[config.mk]
export PLATFORM = sky130hd
export DESIGN_NAME = seg7_io_port
export DESIGN_NICKNAME = d
export VERILOG_FILES = /design/src/rtl/seg7_pkg.sv /design/src/rtl/bin2bcd_seq.sv /design/src/rtl/seg7_io_port.sv
export SDC_FILE = /design/constraint.sdc
export NUM_CORES = 1
export LEC_CHECK = 0
export BUFFER_PORTS_ARGS = -buffer_cell sky130_fd_sc_hd__buf_2
export CAP_MARGIN = 5
export CORE_MARGIN = 10
export CORE_UTILIZATION = 55
export CTS_CLUSTER_SIZE = 40
export DETAILED_ROUTE_END_ITERATION = 7
export GPL_ROUTABILITY_DRIVEN = 0
export PLACE_DENSITY = 0.72
export SLEW_MARGIN = 15
export SYNTH_ARGS = -nofsm -noshare
export SYNTH_HDL_FRONTEND = slang
export SYNTH_SLANG_ARGS = --single-unit
[constraint.sdc]
create_clock -name clk -period 7.3 [get_ports clk]
set_input_delay 0.73 -clock clk [delete_from_list [all_inputs] [get_ports clk]]
set_output_delay 0.73 -clock clk [all_outputs]
set_load 0.02 [all_outputs]
[src/rtl/seg7_pkg.sv]
// seg7_pkg: shared types, segment constants and helpers for the seven-segment I/O port.
//   state_e    - controller states (idle, converting, result ready)
//   SEG_BLANK  - all segments off (active-low)
//   SEG_DASH   - only segment g lit
//   seg_encode - 4-bit value to active-low segment code, bit 0 = segment a
//   nbcd       - BCD digit count needed for a w-bit unsigned value
package seg7_pkg;

  typedef enum logic [1:0] {
    StIdle,
    StConv,
    StDone
  } state_e;

  localparam logic [6:0] SEG_BLANK = 7'h7F;
  localparam logic [6:0] SEG_DASH  = 7'h3F;

  function automatic logic [6:0] seg_encode(input logic [3:0] v);
    logic [6:0] seg;
    unique case (v)
      4'h0: seg = 7'h40;
      4'h1: seg = 7'h79;
      4'h2: seg = 7'h24;
      4'h3: seg = 7'h30;
      4'h4: seg = 7'h19;
      4'h5: seg = 7'h12;
      4'h6: seg = 7'h02;
      4'h7: seg = 7'h78;
      4'h8: seg = 7'h00;
      4'h9: seg = 7'h10;
      4'hA: seg = 7'h08;
      4'hB: seg = 7'h03;
      4'hC: seg = 7'h46;
      4'hD: seg = 7'h21;
      4'hE: seg = 7'h06;
      default: seg = 7'h0E;
    endcase
    return seg;
  endfunction

  // ceil(w * log10(2)) + 1, in fixed point so it stays an elaboration-time integer.
  function automatic int nbcd(input int w);
    return (w * 30103 + 99999) / 100000 + 1;
  endfunction

endpackage

[src/rtl/bin2bcd_seq.sv]
// bin2bcd_seq: sequential double-dabble binary to BCD converter.
//   clk, rst  - clock, asynchronous active-high reset
//   i_start   - load i_bin and begin DATA_W add-3/shift iterations (one per edge)
//   i_bin     - unsigned binary input
//   o_done    - high during the cycle whose closing edge performs the final iteration
//   o_bcd     - BCD result, valid from that edge until the next i_start
module bin2bcd_seq #(
  parameter int unsigned DATA_W = 32,
  parameter int unsigned BCD_W  = 44
) (
  input  logic              clk,
  input  logic              rst,
  input  logic              i_start,
  input  logic [DATA_W-1:0] i_bin,
  output logic              o_done,
  output logic [BCD_W-1:0]  o_bcd
);

  localparam int unsigned CNT_W = $clog2(DATA_W + 1);
  localparam int          NB    = int'(BCD_W / 4);

  logic [DATA_W-1:0] r_bin;
  logic [BCD_W-1:0]  r_bcd;
  logic [BCD_W-1:0]  w_adj;
  logic [CNT_W-1:0]  r_cnt;

  always_comb begin
    w_adj = r_bcd;
    for (int d = 0; d < NB; d++) begin
      if (r_bcd[4*d+:4] >= 4'd5) begin
        w_adj[4*d+:4] = r_bcd[4*d+:4] + 4'd3;
      end
    end
  end

  always_ff @(posedge clk or posedge rst) begin
    if (rst) begin
      r_bin <= '0;
      r_bcd <= '0;
      r_cnt <= '0;
    end else if (i_start) begin
      r_bin <= i_bin;
      r_bcd <= '0;
      r_cnt <= CNT_W'(DATA_W);
    end else if (r_cnt != '0) begin
      r_bcd <= {w_adj[BCD_W-2:0], r_bin[DATA_W-1]};
      r_bin <= r_bin << 1;
      r_cnt <= r_cnt - CNT_W'(1);
    end
  end

  assign o_done = (r_cnt == CNT_W'(1));
  assign o_bcd  = r_bcd;

endmodule

[src/rtl/seg7_io_port.sv]
// seg7_io_port: CPU-to-board I/O port.
//   clk, rst     - clock, asynchronous active-high reset
//   wr_en        - write strobe; wr_data/wr_dec/wr_blank_lz sampled with it
//   wr_dec       - 0 = hex render (single cycle), 1 = unsigned decimal (DATA_W+1 cycles)
//   wr_blank_lz  - blank digits above the most significant nonzero digit
//   busy         - decimal conversion in progress
//   hex_out      - NDIGITS active-low 7-segment digits, digit i on [7i+6:7i]
//   sw_in        - raw asynchronous switches
//   sw_sync      - synchronised switches, zero-extended to DATA_W
module seg7_io_port
  import seg7_pkg::*;
#(
  parameter int unsigned DATA_W      = 32,
  parameter int unsigned NDIGITS     = 8,
  parameter int unsigned SW_W        = 18,
  parameter int unsigned SYNC_STAGES = 2
) (
  input  logic                 clk,
  input  logic                 rst,
  input  logic                 wr_en,
  input  logic [DATA_W-1:0]    wr_data,
  input  logic                 wr_dec,
  input  logic                 wr_blank_lz,
  output logic                 busy,
  output logic [7*NDIGITS-1:0] hex_out,
  input  logic [SW_W-1:0]      sw_in,
  output logic [DATA_W-1:0]    sw_sync
);

  localparam int unsigned HW         = 4 * NDIGITS;
  localparam int unsigned BCD_W      = 4 * nbcd(DATA_W);
  localparam int          HEX_DIGITS = int'((DATA_W + 3) / 4);

  state_e               r_state, w_state_next;
  logic [7*NDIGITS-1:0] r_hex, w_hex_next;
  logic                 r_blz, w_blz_next;
  logic                 r_pend_vld, w_pend_vld_next;
  logic [DATA_W-1:0]    r_pend_data, w_pend_data_next;
  logic                 r_pend_dec, w_pend_dec_next;
  logic                 r_pend_blz, w_pend_blz_next;

  logic                 w_cmd_vld;
  logic [DATA_W-1:0]    w_cmd_data;
  logic                 w_cmd_dec;
  logic                 w_cmd_blz;
  logic                 w_start;
  logic                 w_done;
  logic [BCD_W-1:0]     w_bcd;
  logic [HW-1:0]        w_hex_nib, w_dec_nib;
  logic                 w_ovf;
  logic [7*NDIGITS-1:0] w_hex_seg, w_dec_seg;

  // Digits at or above nreal are always blank; with blz, zeros above the top
  // nonzero digit are blanked but digit 0 is always drawn.
  function automatic logic [7*NDIGITS-1:0] render(input logic [HW-1:0] nib, input int nreal,
                                                  input logic blz);
    logic [7*NDIGITS-1:0] seg;
    logic                 seen;
    seg  = {NDIGITS{SEG_BLANK}};
    seen = 1'b0;
    for (int i = int'(NDIGITS) - 1; i >= 0; i--) begin
      if (i < nreal) begin
        if (nib[4*i+:4] != 4'h0 || i == 0) seen = 1'b1;
        if (!blz || seen) seg[7*i+:7] = seg_encode(nib[4*i+:4]);
      end
    end
    return seg;
  endfunction

  bin2bcd_seq #(
    .DATA_W(DATA_W),
    .BCD_W (BCD_W)
  ) u_bin2bcd (
    .clk    (clk),
    .rst    (rst),
    .i_start(w_start),
    .i_bin  (w_cmd_data),
    .o_done (w_done),
    .o_bcd  (w_bcd)
  );

  // Command source: a live write, or in DONE the pending slot when nobody writes.
  always_comb begin
    w_cmd_vld  = 1'b0;
    w_cmd_data = wr_data;
    w_cmd_dec  = wr_dec;
    w_cmd_blz  = wr_blank_lz;
    if (r_state == StIdle) begin
      w_cmd_vld = wr_en;
    end else if (r_state == StDone) begin
      if (wr_en) begin
        w_cmd_vld = 1'b1;
      end else if (r_pend_vld) begin
        w_cmd_vld  = 1'b1;
        w_cmd_data = r_pend_data;
        w_cmd_dec  = r_pend_dec;
        w_cmd_blz  = r_pend_blz;
      end
    end
  end

  always_comb begin
    w_hex_nib = '0;
    w_dec_nib = '0;
    for (int i = 0; i < int'(NDIGITS); i++) begin
      w_hex_nib[4*i+:4] = 4'(w_cmd_data >> (4 * i));
      w_dec_nib[4*i+:4] = 4'(w_bcd >> (4 * i));
    end
  end

  assign w_ovf     = |(w_bcd >> HW);
  assign w_hex_seg = render(w_hex_nib, HEX_DIGITS, w_cmd_blz);
  assign w_dec_seg = w_ovf ? {NDIGITS{SEG_DASH}} : render(w_dec_nib, int'(NDIGITS), r_blz);

  always_comb begin
    w_state_next     = r_state;
    w_hex_next       = r_hex;
    w_blz_next       = r_blz;
    w_pend_vld_next  = r_pend_vld;
    w_pend_data_next = r_pend_data;
    w_pend_dec_next  = r_pend_dec;
    w_pend_blz_next  = r_pend_blz;
    w_start          = 1'b0;
    unique case (r_state)
      StIdle: begin
        if (w_cmd_vld) begin
          if (w_cmd_dec) begin
            w_start      = 1'b1;
            w_blz_next   = w_cmd_blz;
            w_state_next = StConv;
          end else begin
            w_hex_next = w_hex_seg;
          end
        end
      end
      StConv: begin
        if (wr_en) begin
          w_pend_vld_next  = 1'b1;
          w_pend_data_next = wr_data;
          w_pend_dec_next  = wr_dec;
          w_pend_blz_next  = wr_blank_lz;
        end
        if (w_done) w_state_next = StDone;
      end
      StDone: begin
        // Slot is either consumed here or discarded by a live write.
        w_pend_vld_next = 1'b0;
        w_hex_next      = w_dec_seg;
        w_state_next    = StIdle;
        if (w_cmd_vld) begin
          if (w_cmd_dec) begin
            w_start      = 1'b1;
            w_blz_next   = w_cmd_blz;
            w_state_next = StConv;
          end else begin
            w_hex_next = w_hex_seg;
          end
        end
      end
      default: w_state_next = StIdle;
    endcase
  end

  always_ff @(posedge clk or posedge rst) begin
    if (rst) begin
      r_state     <= StIdle;
      r_hex       <= {NDIGITS{SEG_BLANK}};
      r_blz       <= 1'b0;
      r_pend_vld  <= 1'b0;
      r_pend_data <= '0;
      r_pend_dec  <= 1'b0;
      r_pend_blz  <= 1'b0;
    end else begin
      r_state     <= w_state_next;
      r_hex       <= w_hex_next;
      r_blz       <= w_blz_next;
      r_pend_vld  <= w_pend_vld_next;
      r_pend_data <= w_pend_data_next;
      r_pend_dec  <= w_pend_dec_next;
      r_pend_blz  <= w_pend_blz_next;
    end
  end

  assign busy    = (r_state != StIdle);
  assign hex_out = r_hex;

  logic [SW_W-1:0] r_sync [SYNC_STAGES];

  always_ff @(posedge clk or posedge rst) begin
    if (rst) begin
      for (int s = 0; s < int'(SYNC_STAGES); s++) r_sync[s] <= '0;
    end else begin
      r_sync[0] <= sw_in;
      for (int s = 1; s < int'(SYNC_STAGES); s++) r_sync[s] <= r_sync[s-1];
    end
  end

  always_comb begin
    sw_sync            = '0;
    sw_sync[SW_W-1:0]  = r_sync[SYNC_STAGES-1];
  end

endmodule

Word level (Yosys, flattened, before mapping)
Memories as Yosys holds them, arrays and structs flattened.
Cells that the tools add are included.
Storage, ports and cells
  memory bits (read-only): 1792
  register bits: 212
  logic and storage cells: 180
  output and inout bits: 89
  memories: 16
Operators by class
  eq/ne operators: 8
  reduce and logical (&&, ||, !) cells: 43
  mux-type cells: 78
  magnitude comparators: 11
  $add $sub $neg: 12
Memory list
  (name not given): words 16, width 7, read ports 1, clocked after Yosys merged registers in 0, write ports 0, RTL line seg7_pkg.sv:20  | unique case (v)
  (name not given): words 16, width 7, read ports 1, clocked after Yosys merged registers in 0, write ports 0, RTL line seg7_pkg.sv:20
  (name not given): words 16, width 7, read ports 1, clocked after Yosys merged registers in 0, write ports 0, RTL line seg7_pkg.sv:20
  (name not given): words 16, width 7, read ports 1, clocked after Yosys merged registers in 0, write ports 0, RTL line seg7_pkg.sv:20
  (name not given): words 16, width 7, read ports 1, clocked after Yosys merged registers in 0, write ports 0, RTL line seg7_pkg.sv:20
  (name not given): words 16, width 7, read ports 1, clocked after Yosys merged registers in 0, write ports 0, RTL line seg7_pkg.sv:20
  +10 memories
Operators by type and width (count)
  $mux 56: 5
  $mux 32: 6
  $pmux 56 s2: 1
  $mux 7: 14
  $mux 44: 2
  $reduce_bool 4->1: 14
  $ge 4x3->1 const B: 11
  $add 4x2->4 const B: 10
  $mux 4: 10
  $mux 1: 32
  $logic_or 1x1->1: 14
  $mux 6: 2
  $reduce_or 12->1: 1
  $reduce_and 3->1: 3
  $ne 2x2->1 const B: 4
  $reduce_bool 2->1: 4
  $eq 6x1->1 const B: 1
  $mux 2: 3
  $pmux 2 s3: 1
  $reduce_bool 6->1: 1
  $sub 6x1->6 const B: 1
  $reduce_and 2->1: 2
  $add 3x2->3 const B: 1
  $mux 3: 1
  other kinds (7): 8

Depth between registers and ports, before layout
Gate-level depths: netlist of the first run.
  depth after elaboration: 17
  mapped depth: 17
  gate-level depth less buffers: 11

By module
Synthesis of the first run repeated with hierarchy kept, for this count alone.
Unflattened totals
  cell total of the unflattened synthesis: 1687
  area, all modules: 14853.0 um^2
Modules (own cells, without submodules)
  seg7_io_port: instances 1, seq. area each 3323.2 um^2, area an instance 9874.5 um^2, cells each 1092
  bin2bcd_seq: instances 1, seq. area each 2052.0 um^2, area an instance 4978.5 um^2, cells each 595

Worst setup path after synthesis of the first run
OpenSTA, ideal clock, no wires.
  kind: input port to flip-flop
  start: input port wr_en
  end: register r_hex[10] (netlist: hex_out[10])
  setup time: 81 ps
  path slack: 3722 ps
  stages on the path: 12
  arrival time: 3497 ps
  cell sequence: nor4bb_1 > buf_4 > buf_12 > buf_6 > mux2i_1 > ha_1 > nor4bb_1 > nand4_1 > a221oi_4 > a41oi_2 > nor2b_1 > a211oi_2
Between the ends
  cells in the longest elaborated chain, start to end: 16
  elaborated cells on any way between the ends: 38
  classes of those cells: eq/ne (2); mux (25); reduce/logical (10); memory (1)
RTL lines
  from (decl): RTL line seg7_io_port.sv:20  | input logic wr_en,
  $mux 32: RTL line seg7_io_port.sv:91  | if (wr_en) begin
  $mux 32: RTL line seg7_io_port.sv:90  | end else if (r_state == StDone) begin
  $mux 32: RTL line seg7_io_port.sv:88  | if (r_state == StIdle) begin
  $reduce_bool 4->1: RTL line seg7_io_port.sv:63  | if (nib[4*i+:4] != 4'h0 || i == 0) seen = 1'b1;
  $mux 1 (7 in a row): RTL line seg7_io_port.sv:63
  $logic_or 1x1->1: RTL line seg7_io_port.sv:64  | if (!blz || seen) seg[7*i+:7] = seg_encode(nib[4*i+:4]);
  $mux 7: RTL line seg7_io_port.sv:64
  $mux 56, on equally long branches: RTL line seg7_io_port.sv:151, seg7_io_port.sv:127
  $mux 56, on equally long branches: RTL line seg7_io_port.sv:150, seg7_io_port.sv:126
  $pmux 56 s2: RTL line seg7_io_port.sv:124  | unique case (r_state)
  to (signal assigned): RTL line seg7_io_port.sv:167  | r_hex <= {NDIGITS{SEG_BLANK}};
  to (signal assigned): RTL line seg7_io_port.sv:175  | r_hex <= w_hex_next;
  to (decl): RTL line seg7_io_port.sv:35  | logic [7*NDIGITS-1:0] r_hex, w_hex_next;
Several ways; a longest one is shown, not always the timed one. The select of a mux whose other input is x is not followed.
A chain may end at the register's enable or synchronous reset.

Worst setup path in the final report of the first run
  start: register r_state[0]
  end: register r_hex[8] (netlist: hex_out[8])
Between the ends
  cells in the longest elaborated chain, start to end: 16
  elaborated cells on any way between the ends: 37
  classes of those cells: eq/ne (3); mux (21); reduce/logical (12); memory (1)
RTL lines
  from (decl): RTL line seg7_io_port.sv:34  | state_e r_state, w_state_next;
  from (signal assigned): RTL line seg7_io_port.sv:166  | r_state <= StIdle;
  from (signal assigned): RTL line seg7_io_port.sv:174  | r_state <= w_state_next;
  $eq 2x2->1: RTL line seg7_io_port.sv:90, seg7_io_port.sv:124
  $mux 32: RTL line seg7_io_port.sv:90
  $mux 32: RTL line seg7_io_port.sv:88
  $reduce_bool 4->1: RTL line seg7_io_port.sv:63
  $mux 1 (7 in a row): RTL line seg7_io_port.sv:63
  $logic_or 1x1->1: RTL line seg7_io_port.sv:64
  $mux 7: RTL line seg7_io_port.sv:64
  $mux 56, on equally long branches: RTL line seg7_io_port.sv:151, seg7_io_port.sv:127
  $mux 56, on equally long branches: RTL line seg7_io_port.sv:150, seg7_io_port.sv:126
  $pmux 56 s2: RTL line seg7_io_port.sv:124
Several ways; a longest one is shown, not always the timed one. The select of a mux whose other input is x is not followed.

==> results of run 1 <==
report_power, final:
part	switching, uW	internal [uW]
sequential	615	1760
clock	509	717
combinational	1530	1180
worst register-to-register path, delay by kind of cell, from the launching register on:
family | cells | cell delay [ns]
AO/OA/AOI/OAI | 4 | 1.09
adder cells (fa/ha/maj) | 1 | 0.32
flip-flops | 1 | 0.55
multiplexers | 1 | 0.55
AND/OR/NAND/NOR | 3 | 1.57
cells by family after synthesis:
group           share of synthesized area (%)
buf+inv                                  6.35
flops                                    38.3
simple gates                             15.5
fa+ha+maj                                8.92
other cells                            0.0267
mux                                      10.9
compound gates                           18.7
xor+xnor                                 1.25
cell type report:
cell class	count	area share, %
multi-input cells	1143	50.9
flip-flops and latches	212	34.7
diodes	1	0.0162
clock inverters	8	0.485
inverters	72	1.79
repair buffers	141	4.75
clock buffers	37	4.65
well taps	330	2.67
metrics by stage:
stage	hold slack [ns]	power [uW]	setup WS, ns
2_1_floorplan	0.331	4310	0.868
3_3_place_gp	0.333	4990	3.06
3_5_place_dp	0.336	5060	2.92
4_1_cts	0.292	6310	3.20
5_1_grt	0.295	6790	2.96
6_report	0.307	6310	3.15
registers in the layout, indices dropped and copies added (netlist names), 2 cells and up:
name and cells:
hex_out 56, u_bin2bcd.o_bcd 44, r_pend_data 32, u_bin2bcd.r_bin 32
r_sync 18, sw_sync 18, u_bin2bcd.r_cnt 6, r_state 2
worst max-delay path by stage:
stage,to,from,cells past startpoint
6_report,hex_out[8],r_state[0],9
5_1_grt,hex_out[8],r_state[0],9
4_1_cts,hex_out[10],r_state[0],9
3_5_place_dp,hex_out[10],wr_en,10
3_3_place_gp,hex_out[10],wr_en,10
2_1_floorplan,r_blz,rst,1
cell usage in the layout (no fill, tap or decap), types with 14 or more instances in the layout:
cell | synthesis | routed
sky130_fd_sc_hd__o31ai_1 | 14 | 14
sky130_fd_sc_hd__xnor2_1 | 14 | 14
sky130_fd_sc_hd__o21ai_0 | 103 | 103
sky130_fd_sc_hd__mux2_2 | 51 | 51
sky130_fd_sc_hd__nand3_1 | 30 | 28
sky130_fd_sc_hd__buf_2 | 6 | 129
sky130_fd_sc_hd__conb_1 | 1 | 14
sky130_fd_sc_hd__clkbuf_16 | 0 | 25
sky130_fd_sc_hd__nand2b_1 | 25 | 25
sky130_fd_sc_hd__inv_1 | 72 | 71
sky130_fd_sc_hd__nor2_1 | 108 | 108
sky130_fd_sc_hd__nor3_1 | 44 | 43
sky130_fd_sc_hd__a211oi_1 | 56 | 56
sky130_fd_sc_hd__o211ai_1 | 21 | 21
sky130_fd_sc_hd__dfstp_2 | 56 | 56
sky130_fd_sc_hd__and2_1 | 20 | 20
sky130_fd_sc_hd__nand2_1 | 178 | 178
sky130_fd_sc_hd__o22ai_1 | 19 | 19
sky130_fd_sc_hd__mux2i_1 | 69 | 69
sky130_fd_sc_hd__dfrtp_1 | 156 | 156
sky130_fd_sc_hd__a21oi_1 | 112 | 111
sky130_fd_sc_hd__ha_1 | 100 | 100
routing by layer:
metal	track usage, %	vias up	share of wire, %
li1	-	5553	-
met1	32.3	5601	48
met2	33.7	365	45
met3	2.99	45	5.9
met4	5.43	0	2.0
met5	0	-	0
==> results.cfg, run 1 <==
[route]
detailed_route_iter0_violations = 983
postRouteAntennaNets = 0
avgViaCountPerCell = 5.95
route.detailed.drc = 0
post_drt_wl_per_cell_um = 19.2
wirelength_mm = 37.3
1st_pass_router_iterations = 5
dr_total_vias = 11564

[synth]
area_share_of_the_leading_cell_type_in_the_synthesized_netlist_pct = 27.8
post-synth-top-count-cell = sky130_fd_sc_hd__nand2_1
synthesized_area_um2 = 14000
synth_largest_area_cell = sky130_fd_sc_hd__dfrtp_1
post_synth_num_cell_types = 78
synthesis.instances = 1529
synth_common_cells = sky130_fd_sc_hd__nand2_1, sky130_fd_sc_hd__dfrtp_1, sky130_fd_sc_hd__a21oi_1
ys_seq_area_share_pct = 38.3
flip_flop_and_latch_count_after_synthesis = 212
yosys_warnings = 0
synthesis.area_per_instance_um2 = 9.17
count_of_flip_flops_with_a_built_in_enable_after_synthesis = 0
prevailing_post_synth_register_cell = sky130_fd_sc_hd__dfrtp_1
synth-async-reset-ratio_pct = 100
yosys-top-cells-area = sky130_fd_sc_hd__dfrtp_1, sky130_fd_sc_hd__dfstp_2, sky130_fd_sc_hd__ha_1, sky130_fd_sc_hd__mux2i_1, sky130_fd_sc_hd__nand2_1

[timing]
fmaxAchievable_ghz = 0.241
finalClockSkew_ns = 0.0115
setup_repair_after_global_routing_missed_its_margin = false
timing.setup.tns_ns = 0
maxSlewHeadroom_pct = 30.0
tightest_slew_ns = 1.02
hold_viol_final = 0
final_max_slew_viol_count = 0
final.period_utilization_pct = 56.9
report.final.setup_viol = 0
fin_crit_ns = 4.15

[final_layout]
final_core_util_pct = 61.7
cell_count_final_fillers_out = 1944
register_area_um2 = 5380
fin_nets = 1750
n_fill_cell = 2170
syn2layout_area_growth_pct = 10.4
finalInstanceArea_um2 = 15500
multi_input_area_um2 = 7880
layout-drive-gt1-share_pct = 19.8

[floorplan]
die_height_um = 180
initial_core_utilization_pct = 55.9
die_w_um = 180
die_area_um2 = 32300
fp.coreArea_um2 = 25100
io-pin-count = 144
row_count = 58

[worst_setup_path]
worstPathCellList = nor4bb_4 > mux2i_1 > ha_1 > nor4bb_1 > nand4_1 > a221oi_4 > a41oi_2 > a21oi_1 > a21boi_1
rr_worst_depth = 9
worstReg2RegStart = r_state[0]
critPathTopFamily = simple AND/OR/NAND/NOR gates
cp_num_buf_inv = 0
worstReg2RegEnd = hex_out[8]
worstPathMaxFanout = 11
timing.reg2reg.setup_slack_ns = 3.15
critPathCaptureType = flop
worstSetupPathType = flop to flop
worst_ep_required_time_ns = 7.75
worst_ep_arrival_time_ns = 4.60
crit_path_start_kind = flop
worst_path_largest_cell_delay_ns = 0.81
critPathSlowestCell = sky130_fd_sc_hd__nor4bb_4

[grt]
grt_pass1_vias = 10746
grt_start_max_net_pins = 139
grt-ovfl-total = 0
antenna_found_initial = 1
grt_pass1_wl_mm = 60.0
track_usage_pct = 22.1

[placed_design]
io_port_bufs = 129
placed_cell_area_um2 = 14700
detailed_placement_hpwl_mm = 26.2
place.detailed.instances = 1898

[status]
outcome = finished, final reports clean

[clock_network]
clock-root-buffer = sky130_fd_sc_hd__clkbuf_16
cts_tree = yes
clk_latency_ns = 0.53
buffers_from_clock_root_to_sink_at_most = 3
hold_buffer_count_at_cts = 0
cts_made_buffers = 25
cts.htree.levels = 1
cts.repair_timing.setup_buffer_count = 0
cts_resized = 0
clkTransAtPathRegs_ns = 0.06
clock-sinks = 212

[power_and_ir_drop]
worst_ir_drop_vdd_mv = 0.218
p_leak_uw = 0.00689
power_per_cell_area_nw_per_um2 = 407

[hold_path]
holdPathStages = 1
min_path_type = input port to flop
hp_start = sw_in[15]
timing.hold.worst_endpoint = r_sync[33]

[job]
max_cap_viol_count = 0
(Power assumes the default switching activity.)
==> inputs of run 2 (changes only) <==
==> constraint.sdc (replaced) <==
create_clock -name clk -period 3.85 [get_ports clk]
set_input_delay 0.385 -clock clk [delete_from_list [all_inputs] [get_ports clk]]
set_output_delay 0.385 -clock clk [all_outputs]
set_load 0.02 [all_outputs]
==> results.cfg, run 2 (same netlist as run 1, synthesis figures left out) <==
[status]
outcome = finished, final reports clean

[route]
dr_total_vias = 11802
1st_pass_router_iterations = 5
route.detailed.drc = 0
postRouteAntennaNets = 0
avgViaCountPerCell = 5.97
wirelength_mm = 37.9
post_drt_wl_per_cell_um = 19.2
detailed_route_iter0_violations = 1093

[final_layout]
syn2layout_area_growth_pct = 13.1
layout-drive-gt1-share_pct = 20.4
layout_common_cells = sky130_fd_sc_hd__nand2_1, sky130_fd_sc_hd__dfrtp_1, sky130_fd_sc_hd__buf_2
fin_nets = 1783
layout.cells.most_common = sky130_fd_sc_hd__nand2_1
largest_register_ff_count = 56

[worst_setup_path]
worstPathCellList = nor4bb_4 > buf_4 > mux2i_1 > buf_4 > ha_1 > nor3b_1 > nand4_4 > a221oi_4 > a41oi_2 > and3_1 > nor3_2
critPathSlowestCell = sky130_fd_sc_hd__dfrtp_1
critPathCaptureType = flop
worstPathMaxFanout = 10
crit_path_start_kind = flop
worst_ep_required_time_ns = 4.30
worstReg2RegStart = r_state[0]
worst_path_largest_cell_delay_ns = 0.54
crit_path_start = r_state[0]
worst_ep_arrival_time_ns = 4.04
worstSetupPathType = flop to flop
path_common_cell = sky130_fd_sc_hd__buf_4

[clock_network]
cts_made_buffers = 25
cts_tree = yes
clkTransAtPathRegs_ns = 0.06
cts.htree.levels = 1
clk_latency_ns = 0.53
buffers_from_clock_root_to_sink_at_most = 3
clock-root-buffer = sky130_fd_sc_hd__clkbuf_16
clock-sinks = 212

[timing]
report.final.setup_viol = 0
final.period_utilization_pct = 93.4
hold_viol_final = 0
tightest_slew_ns = 0.965
fin_crit_ns = 3.59
fin_worst_hold_slack_ns = 0.0283
maxSlewHeadroom_pct = 35.6
finalClockSkew_ns = 0.00812
setup_repair_after_global_routing_missed_its_margin = false
timing.setup.tns_ns = 0
final_max_slew_viol_count = 0
fmaxAchievable_ghz = 0.278

[placed_design]
detailed_placement_hpwl_mm = 26.8
io_port_bufs = 129

[floorplan]
die_area_um2 = 32300
die_height_um = 180
row_count = 58
initial_core_utilization_pct = 55.9
die_w_um = 180
fp.coreArea_um2 = 25100
io-pin-count = 144

[grt]
grt_pass1_wl_mm = 61.1
track_usage_pct = 22.4
grt_start_max_net_pins = 117
grt_pass1_vias = 11197
grt-ovfl-total = 0
antenna_found_initial = 2

[power_and_ir_drop]
power.total_uw = 12100
p_leak_uw = 0.00707
power_per_cell_area_nw_per_um2 = 760
worst_ir_drop_vdd_mv = 0.495

[job]
max_cap_viol_count = 0

[hold_path]
min_path_type = input port to async pin
## run 2: changes by cell type in the layout (fill, tap and decap cells not counted), moves of 2 or more
cell	before	now
sky130_fd_sc_hd__dlygate4sd3_1	0	18
sky130_fd_sc_hd__clkbuf_8	5	7
sky130_fd_sc_hd__buf_4	12	23
sky130_fd_sc_hd__buf_12	0	4
## run 2: where the power goes
group          internal (uW)  switching, uW  total [uW]
registers               3340           1160        4500
clock network           1460            946        2410
logic                   2270           2890        5160
total                   7060           5000       12100
## run 2: worst paths after layout
check                           cells past startpoint              end  slack [ns]
worst max-delay path                               11      hex_out[13]        0.26
worst min-delay path                                2      sw_sync[17]        0.03
worst max register to register                     11      hex_out[13]        0.26
worst min register to register                      0      sw_sync[12]        0.35
max in group asynchronous                           3       hex_out[0]        2.83
min in group clk                                    2  r_pend_data[28]        0.11
## run 2: metal layers
| layer | track usage, % | vias up | share of wire (%) |
|---|---|---|---|
| li1 | - | 5619 | - |
| met1 | 32.1 | 5759 | 47 |
| met2 | 34.9 | 369 | 45 |
| met3 | 3.29 | 53 | 6.4 |
| met4 | 5.69 | 2 | 1.9 |
| met5 | 0 | - | 0.034 |
## run 2: stage by stage
step | area, um2 | utilization (%) | setup WS, ns | instances
after floorplan | 14100 | - | 0.528 | 1542
after global placement | 14800 | 59.0 | 0.240 | 1910
after detailed placement | 14800 | 59.0 | 0.162 | 1910
after CTS | 15800 | 63.1 | 0.139 | 1973
after global routing | 15900 | 63.2 | 0.0603 | 1977
final | 15900 | 63.2 | 0.256 | 1978
## run 2: repair_timing
| item | CTS | global route |
|---|---|---|
| hold buffers | 18 | 0 |
| hold endpoints to repair | 18 | 0 |
| endpoints found under the setup margin | 0 | 12 |
| gates resized for setup | 0 | 1 |
| buffers inserted | 0 | 3 |
## run 2: final cells by class
| class | count | area, um2 |
|---|---|---|
| fillers | 2089 | 9240 |
| multi-input cells | 1143 | 7890 |
| flip-flops and latches | 212 | 5380 |
| repair buffers | 174 | 1080 |
| clock buffers | 40 | 752 |
| well taps | 330 | 413 |
| inverters | 72 | 274 |
| clock inverters | 5 | 77.6 |
| diodes | 2 | 5.00 |
## run 2: critical path: cells and delay by family (launching register included)
| kind | cells | cell delay [ns] |
|---|---|---|
| compound gates | 2 | 0.64 |
| fa+ha+maj | 1 | 0.24 |
| buf+inv | 2 | 0.37 |
| flops | 1 | 0.54 |
| mux | 1 | 0.18 |
| simple gates | 5 | 1.53 |
==> inputs of run 3 (changes only) <==
--- a/config.mk
+++ b/config.mk
@@ -8,11 +8,11 @@
 export BUFFER_PORTS_ARGS = -buffer_cell sky130_fd_sc_hd__buf_2
 export CAP_MARGIN = 5
 export CORE_MARGIN = 10
-export CORE_UTILIZATION = 55
+export CORE_UTILIZATION = 30
 export CTS_CLUSTER_SIZE = 40
 export DETAILED_ROUTE_END_ITERATION = 7
 export GPL_ROUTABILITY_DRIVEN = 0
-export PLACE_DENSITY = 0.72
+export PLACE_DENSITY = 0.43
 export SLEW_MARGIN = 15
 export SYNTH_ARGS = -nofsm -noshare
 export SYNTH_HDL_FRONTEND = slang
==> results.cfg, run 3 (same netlist as run 1, synthesis figures left out) <==
[status]
outcome = finished, final reports clean

[placed_design]
io_port_bufs = 129
detailed_placement_hpwl_mm = 30.4
preCtsSetupSlack_ns = 0.124

[route]
route.detailed.drc = 0
post_drt_wl_per_cell_um = 18.9
dr_total_vias = 11479
detailed_route_iter0_violations = 832
avgViaCountPerCell = 5.03
wirelength_mm = 43.1
postRouteAntennaNets = 0
1st_pass_router_iterations = 5

[worst_setup_path]
critPathTopFamily = simple AND/OR/NAND/NOR gates
path_common_cell = sky130_fd_sc_hd__buf_4
rr_worst_depth = 11
worstSetupPathType = flop to flop
worstPathCellList = nor4bb_4 > buf_4 > mux2i_1 > ha_1 > nor3b_1 > nand4_4 > a221oi_4 > buf_4 > a41oi_2 > nor2b_1 > a211oi_2
worst_ep_required_time_ns = 4.33
worstReg2RegStart = r_state[0]
worstPathMaxFanout = 10
timing.critical_path.depth = 11
worst_ep_arrival_time_ns = 3.85
critPathCaptureType = flop
worst_path_largest_cell_delay_ns = 0.54
cp-endpoint = hex_out[10]
worstReg2RegEnd = hex_out[10]
crit_path_start = r_state[0]
cp_num_buf_inv = 2
crit_path_start_kind = flop
critPathSlowestCell = sky130_fd_sc_hd__dfrtp_1
timing.reg2reg.setup_slack_ns = 0.48

[hold_path]
min_path_type = input port to flop

[timing]
final_max_slew_viol_count = 0
finalClockSkew_ns = 0.0226
fin_crit_ns = 3.37
fmaxAchievable_ghz = 0.297
maxSlewHeadroom_pct = 45.0
final.period_utilization_pct = 87.6
timing.setup.tns_ns = 0
final.setup.worst_slack_ns = 0.478
hold_viol_final = 0
setup_repair_after_global_routing_missed_its_margin = false
report.final.setup_viol = 0
tightest_slew_ns = 0.817
fin_worst_hold_slack_ns = 0.0701

[clock_network]
cts_made_buffers = 28
buffers_from_clock_root_to_sink_at_most = 3
clock-root-buffer = sky130_fd_sc_hd__clkbuf_16
cts.htree.levels = 1
clock-sinks = 212
cts_tree = yes
clkTransAtPathRegs_ns = 0.06
clk_latency_ns = 0.57

[grt]
antenna_found_initial = 2
grt_start_max_net_pins = 114
grt_pass1_wl_mm = 68.0
grt_pass1_vias = 11399
grt-ovfl-total = 0
track_usage_pct = 14.9

[floorplan]
io-pin-count = 144
initial_core_utilization_pct = 30.3
row_count = 79
die_w_um = 236
fp.coreArea_um2 = 46400
die_height_um = 236
die_area_um2 = 55800

[power_and_ir_drop]
worst_ir_drop_vdd_mv = 0.358
p_leak_uw = 0.00724
power_per_cell_area_nw_per_um2 = 763
power.total_uw = 12600

[final_layout]
n_fill_cell = 4746
layout_common_cells = sky130_fd_sc_hd__nand2_1, sky130_fd_sc_hd__dfrtp_1, sky130_fd_sc_hd__buf_2
largest_register_ff_count = 56
syn2layout_area_growth_pct = 17.5
fin_nets = 1805
layout-drive-gt1-share_pct = 21.5
layout.cells.most_common = sky130_fd_sc_hd__nand2_1

[job]
max_cap_viol_count = 0
[run 3: final cells by class]
type / instances / area [um2] / share of cell area (%)
clock inverters: 11 / 153 / 0.926
multi-input cells: 1143 / 7880 / 47.8
clock buffers: 41 / 831 / 5.04
flip-flops and latches: 212 / 5380 / 32.6
diodes: 1 / 2.50 / 0.0152
repair buffers: 193 / 1200 / 7.27
inverters: 72 / 274 / 1.66
well taps: 607 / 759 / 4.61
[run 3: where the power goes]
| part | leakage [uW] | internal (uW) | switching (uW) |
|---|---|---|---|
| clock | 0.000487 | 1750 | 1080 |
| sequential | 0.00246 | 3340 | 1170 |
| combinational | 0.00429 | 2280 | 2960 |
[run 3: worst min path at each step]
stage	start	endpoint	slack [ns]	depth (start not counted)
2_1_floorplan	r_sync[18]	sw_sync[0]	0.33	0
3_3_place_gp	r_sync[23]	sw_sync[5]	0.33	0
3_5_place_dp	r_sync[31]	sw_sync[13]	0.34	0
4_1_cts	wr_data[1]	r_pend_data[1]	0.04	2
5_1_grt	wr_dec	r_pend_dec	0.06	2
6_report	wr_data[1]	r_pend_data[1]	0.07	2
[run 3: timing repair]
action                                  CTS  global route
setup buffers                             0             4
hold buffers                             19             0
endpoints found under the setup margin    0            18
endpoints found under the hold margin    27             0
resized for setup                         0             0
[run 3: worst reg2reg max path, delay by kind of cell (launching register included)]
| family | cells | cell delay, ns |
|---|---|---|
| mux | 1 | 0.27 |
| fa+ha+maj | 1 | 0.26 |
| compound gates | 3 | 0.64 |
| flops | 1 | 0.54 |
| buf+inv | 2 | 0.42 |
| simple gates | 4 | 1.15 |
[run 3: metrics by stage]
step | instance area, um2 | utilization (%) | cells
after global placement | 15300 | 32.9 | 2204
after CTS | 16400 | 35.5 | 2275
after detailed placement | 15300 | 32.9 | 2204
final | 16500 | 35.5 | 2280
after global routing | 16500 | 35.5 | 2279
after floorplan | 14100 | - | 1542
[run 3: routing by layer]
layer / part of all wire, % / routed length (um) / GRT usage [%]
met1: 50 / 21500 / 21.2
met2: 44 / 19000 / 23.1
met3: 4.2 / 1830 / 2.44
met4: 1.8 / 785 / 3.57
met5: 0.046 / 20 / 0
